`config.mk`:
```
export PLATFORM = sky130hd
export DESIGN_NAME = klein_arbiter
export DESIGN_NICKNAME = d
export VERILOG_FILES = /design/src/rtl/klein_arbiter.sv
export SDC_FILE = /design/constraint.sdc
export NUM_CORES = 1
export LEC_CHECK = 0
export ABC_AREA = 1
export BUFFER_PORTS_ARGS = -buffer_cell sky130_fd_sc_hd__buf_2
export CORE_AREA = 2 2 205 207
export CTS_CLUSTER_SIZE = 14
export DETAILED_ROUTE_END_ITERATION = 8
export DIE_AREA = 0 0 207 209
export PLACE_DENSITY = 0.49
export SYNTH_ARGS = -nofsm -noshare
export SYNTH_HDL_FRONTEND = slang
export SYNTH_SLANG_ARGS = --single-unit
```
`constraint.sdc`:
```
create_clock -name ck -period 13 [get_ports ck]
set_input_delay 1.95 -clock ck [delete_from_list [all_inputs] [get_ports ck]]
set_output_delay 1.95 -clock ck [all_outputs]
set_load 0.02 [all_outputs]
```
`src/rtl/klein_arbiter.sv`:
```
// klein_arbiter
// Shares a single KLEIN-64 encryption core between two requesters. A
// round-robin grant selects one pending request, its operands are
// registered onto the core inputs, the core is started with a one-cycle
// pulse, and the arbiter waits for the rising edge of core_ready. The
// ciphertext is then offered on the response port until it is
// acknowledged. A watchdog turns a core that never completes into an
// error response so the arbiter cannot lock up.
//
// Ports
//   ck, rst                        clock, asynchronous active-high reset
//   req0_valid/pt/key, req0_ready  requester 0 (ready = one-cycle accept)
//   req1_valid/pt/key, req1_ready  requester 1 (ready = one-cycle accept)
//   resp_valid, resp_id, resp_ct,  response to the granted requester,
//   resp_err, resp_ack             held until resp_ack
//   core_start, core_pt, core_key  start pulse and registered operands
//   core_ready, core_ct            completion level and result from core
//   busy                           high whenever the arbiter is not idle

module klein_arbiter #(
    parameter int BLK_W   = 64,
    parameter int KEY_W   = 64,
    parameter int TIMEOUT = 128,
    parameter int TW      = 8
) (
    input  logic             ck,
    input  logic             rst,

    input  logic             req0_valid,
    input  logic [BLK_W-1:0] req0_pt,
    input  logic [KEY_W-1:0] req0_key,
    output logic             req0_ready,

    input  logic             req1_valid,
    input  logic [BLK_W-1:0] req1_pt,
    input  logic [KEY_W-1:0] req1_key,
    output logic             req1_ready,

    output logic             resp_valid,
    output logic             resp_id,
    output logic [BLK_W-1:0] resp_ct,
    output logic             resp_err,
    input  logic             resp_ack,

    output logic             core_start,
    output logic [BLK_W-1:0] core_pt,
    output logic [KEY_W-1:0] core_key,
    input  logic             core_ready,
    input  logic [BLK_W-1:0] core_ct,

    output logic             busy
);

    typedef enum logic [1:0] {
        IDLE = 2'd0,
        LOAD = 2'd1,
        RUN  = 2'd2,
        RESP = 2'd3
    } state_t;

    state_t          state;
    state_t          state_next;

    logic            last_id;
    logic            grant_id;
    logic            ready_q;
    logic [TW-1:0]   wdog;

    logic            grant_valid;
    logic            grant_sel;
    logic            core_edge;
    logic            wdog_expired;

    // Completion is only ever the low-to-high transition of core_ready, so a
    // level left over from the previous operation cannot end a new one.
    assign core_edge    = core_ready & ~ready_q;
    assign wdog_expired = (wdog == TW'(TIMEOUT - 1));

    assign resp_valid = (state == RESP);
    assign resp_id    = grant_id;
    assign busy       = (state != IDLE);

    // Next-state logic, grant selection and the single-cycle strobes.
    // When both requesters are pending, the one that was not served last
    // wins; a lone requester is served regardless of history.
    always_comb begin
        state_next  = state;
        grant_valid = 1'b0;
        grant_sel   = 1'b0;
        req0_ready  = 1'b0;
        req1_ready  = 1'b0;
        core_start  = 1'b0;

        case (state)
            IDLE: begin
                if (req0_valid && req1_valid) begin
                    grant_valid = 1'b1;
                    grant_sel   = ~last_id;
                end else if (req0_valid) begin
                    grant_valid = 1'b1;
                    grant_sel   = 1'b0;
                end else if (req1_valid) begin
                    grant_valid = 1'b1;
                    grant_sel   = 1'b1;
                end

                if (grant_valid) begin
                    req0_ready = ~grant_sel;
                    req1_ready = grant_sel;
                    state_next = LOAD;
                end
            end

            LOAD: begin
                core_start = 1'b1;
                state_next = RUN;
            end

            RUN: begin
                if (core_edge || wdog_expired) begin
                    state_next = RESP;
                end
            end

            RESP: begin
                if (resp_ack) begin
                    state_next = IDLE;
                end
            end

            default: begin
                state_next = IDLE;
            end
        endcase
    end

    // State register and the one-cycle history of core_ready used for edge
    // detection. ready_q tracks core_ready in every state so the edge test
    // in the first RUN cycle already sees the level seen during LOAD.
    always_ff @(posedge ck or posedge rst) begin
        if (rst) begin
            state   <= IDLE;
            ready_q <= 1'b0;
        end else begin
            state   <= state_next;
            ready_q <= core_ready;
        end
    end

    // Operand latch and grant bookkeeping. The core operands are only
    // written on a grant, so they stay stable through LOAD, RUN and RESP.
    // last_id resets to 1 so that requester 0 wins the first contention.
    always_ff @(posedge ck or posedge rst) begin
        if (rst) begin
            core_pt  <= '0;
            core_key <= '0;
            grant_id <= 1'b0;
            last_id  <= 1'b1;
        end else if (grant_valid) begin
            core_pt  <= grant_sel ? req1_pt  : req0_pt;
            core_key <= grant_sel ? req1_key : req0_key;
            grant_id <= grant_sel;
            last_id  <= grant_sel;
        end
    end

    // Watchdog: cleared while the core is being started, then counts every
    // RUN cycle that does not complete. Reaching TIMEOUT-1 ends the wait.
    always_ff @(posedge ck or posedge rst) begin
        if (rst) begin
            wdog <= '0;
        end else if (state == LOAD) begin
            wdog <= '0;
        end else if (state == RUN && !core_edge && !wdog_expired) begin
            wdog <= wdog + TW'(1);
        end
    end

    // Response capture. A completion edge takes priority over a watchdog
    // expiry in the same cycle. The result is held until the next capture,
    // which keeps it stable for the whole RESP period.
    always_ff @(posedge ck or posedge rst) begin
        if (rst) begin
            resp_ct  <= '0;
            resp_err <= 1'b0;
        end else if (state == RUN) begin
            if (core_edge) begin
                resp_ct  <= core_ct;
                resp_err <= 1'b0;
            end else if (wdog_expired) begin
                resp_ct  <= '0;
                resp_err <= 1'b1;
            end
        end
    end

endmodule

```
==> metrics.txt <==
wire length per cell 17.5 um; CP peak stage delay approximately 570 ps; Final Cell Area 0.0138 mm2; min setup slack post-route 7980 ps; Ys Warns 0; initial antenna violation count 7; fraction of layout cells with a size suffix above 1 42.1%; synthesis-to-finish area growth 36.0%; most common cell after layout, fill and taps aside buf_2; H-Tree Depth 1; Post-CTS Hold Buffers 0; peak supply drop about 0.09 mV; root buffer selected by CTS clkbuf_16; Syn Area/Cell around 9 um2; Power per Cell Area 246 mW/mm2; Layout Nets 1902; Final TNS setup 0 ps; Static Leak between 7 and 8 nW; Worst Reg2Reg Path Length in Cells 7; total gr overflow 0; Total Wirelength 37300 um; Post-CTS Setup Bufs 0; worst hold path depth 2; sequential area share after synthesis roughly half; crit end category primary output; Levels on crit path 5; Max Clock Skew 13.9 ps; post-synthesis adder-cell area fraction 0.617%; vias per cell around 4.6; Final ANT Viol Nets 0; overall die width 207 um; Synthesized Nets approximately 1400; post-placement cell area 0.0130 mm2; critical path class in2out; status completed; Pre-Repair DR Iteration Count 4; final setup violation count 0; DR iter-0 viols between 500 and 600; DP HPWL 25900 um; Tot Pwr 0.00339 W; RD Place Congestion 0.798; Yosys top cell by area dfrtp_1; Via Count just under 10000; Synth top area share about half; Clock Path Buffers 3; core area slightly above 0.04 mm2; post-synthesis mux area share 0%; most frequent cells in the layout 524 x buf_2, 296 x nand2_1, 205 x dfrtp_1, 131 x o21ai_0, 79 x o211ai_1; period utilization around two fifths; Period minus WS final 5020 ps; die area 0.0433 mm2; worst-path cell chain buf_2 > nor2_4 > buf_4 > a211oi_1 > buf_2; Least-Margin Pin Slew 1240 ps; Final Max Tran Viols 0; port bufs 524; Buf/Inv on CP 3; final core area utilization 33.4%; largest cells by area after synthesis dfrtp_1 51%, nand2_1 11%, o21ai_0 6.5%; vias in the first global route 9973; Critical Path AT 3070 ps; Rows 75; IO Pins 525; type of the worst min-delay path reg2reg; setup repair after global routing missed its margin no; CTS sink count 206; Worst Path Required 11050 ps; post-synth cell types 27; Total GRT Usage 16.8%; main combinational cell family by area after synthesis simple AND/OR/NAND/NOR gates; Max Cap Viol 0; CTS Buf Count 25; fmax approximately 200 MHz; FF+latch count, synth 206; crit start category input port; CTS tree built; Reg clk slew, reported paths 60 ps; Mapped Area 0.0101 mm2; Clk Latency, worst-skew pair 520 ps; post_cts resized 0; post-synthesis xor/xnor area fraction 0.173%; simple-gate area share of the yosys netlist 23.5%; drt drc 0; CP max stage cell buf_4; pre-CTS setup slack about 7900 ps; Synth Area in Compound Gates 18.6%; first-pass GRT wire length around 60000 um; largest net degree at the start of global routing between 100 and 150; CP top delay family buffers and inverters; Synth Instances 1101; die span in y about 210 um; crit-path max FO 61; Final Hold Viols 0; Max-slew headroom approximately 17%; most numerous cell on the critical path buf_2; Initial Util 24.5%
## power by group
part	internal (W)	total [W]	switching [W]	leakage, nW
Sequential	0.000957	0.00111	0.000150	2.55
Combinational	0.000511	0.00161	0.00110	4.09
Clock	0.000400	0.000675	0.000275	0.380
## synthesized netlist by cell type
| cell type | n |
|---|---|
| or2_0 | 58 |
| or2_1 | 32 |
| a211oi_1 | 1 |
| ha_1 | 5 |
| clkbuf_2 | 8 |
| buf_2 | 13 |
| buf_6 | 21 |
| o211ai_2 | 49 |
| xor2_1 | 2 |
| nand3_2 | 1 |
| nor2_4 | 1 |
| buf_1 | 10 |
| dfstp_2 | 1 |
| clkbuf_1 | 33 |
| inv_2 | 1 |
| or2_2 | 38 |
| o21ai_0 | 131 |
| o211ai_1 | 79 |
| nor2_8 | 1 |
| nand2_1 | 296 |
| buf_4 | 6 |
| dfrtp_1 | 205 |
| inv_1 | 20 |
| nand4_1 | 7 |
| nand3_1 | 73 |
| nor2_1 | 6 |
| a21oi_1 | 3 |
## kinds of logic (layout without fill, tap and decap cells)
logic type      Yosys count  in the layout
compound gates          263            263
simple gates            513            513
buf+inv                 112            597
xor+xnor                  2              2
fa+ha+maj                 5              5
other cells               0              4
flops                   206            206
## worst paths after layout
check,from,slack (ps),endpoint
max in group asynchronous,rst,10130,wdog[5]
min in group asynchronous,rst,1530,core_pt[43]
hold reg to reg,last_id,490,last_id
setup reg to reg,state[0],9700,core_key[41]
hold / removal,last_id,490,last_id
setup / recovery,req0_valid,7980,req0_ready
## stage by stage
stage,cells,hold slack [ps]
after floorplan,1101,454
after global placement,2083,475
after detailed placement,2083,478
after CTS,2125,488
after global routing,2128,512
final,2129,486
## sequential cells by signal, indices dropped and copies added (netlist names)
register,flops
resp_id,1
resp_ct,64
state,2
resp_err,1
wdog,8
ready_q,1
core_key,64
last_id,1
core_pt,64
## worst reg2reg max path, delay by kind of cell (launching register included)
kind	cells	cell delay, ps
buf+inv	3	1260
fa+ha+maj	1	280
flops	1	410
simple gates	2	980
compound gates	1	300
## routing by layer
metal,global-route usage (%),wire (um),vias to the layer above
met5,0,40,-
met2,27.6,17500,377
met4,4.48,757,6
met1,21.6,16100,4665
met3,4.91,2960,58
li1,-,-,4671
## area by class of cell
type,count,area [um2]
Clock buffer,35,713
Antenna cell,4,10.0
Sequential cell,206,5160
Multi-Input combinational cell,783,4370
Inverter,21,93.8
Timing Repair Buffer,534,2700
Fill cell,4376,27500
Clock inverter,7,72.6
Tap cell,539,674
(Power assumes the default switching activity.)
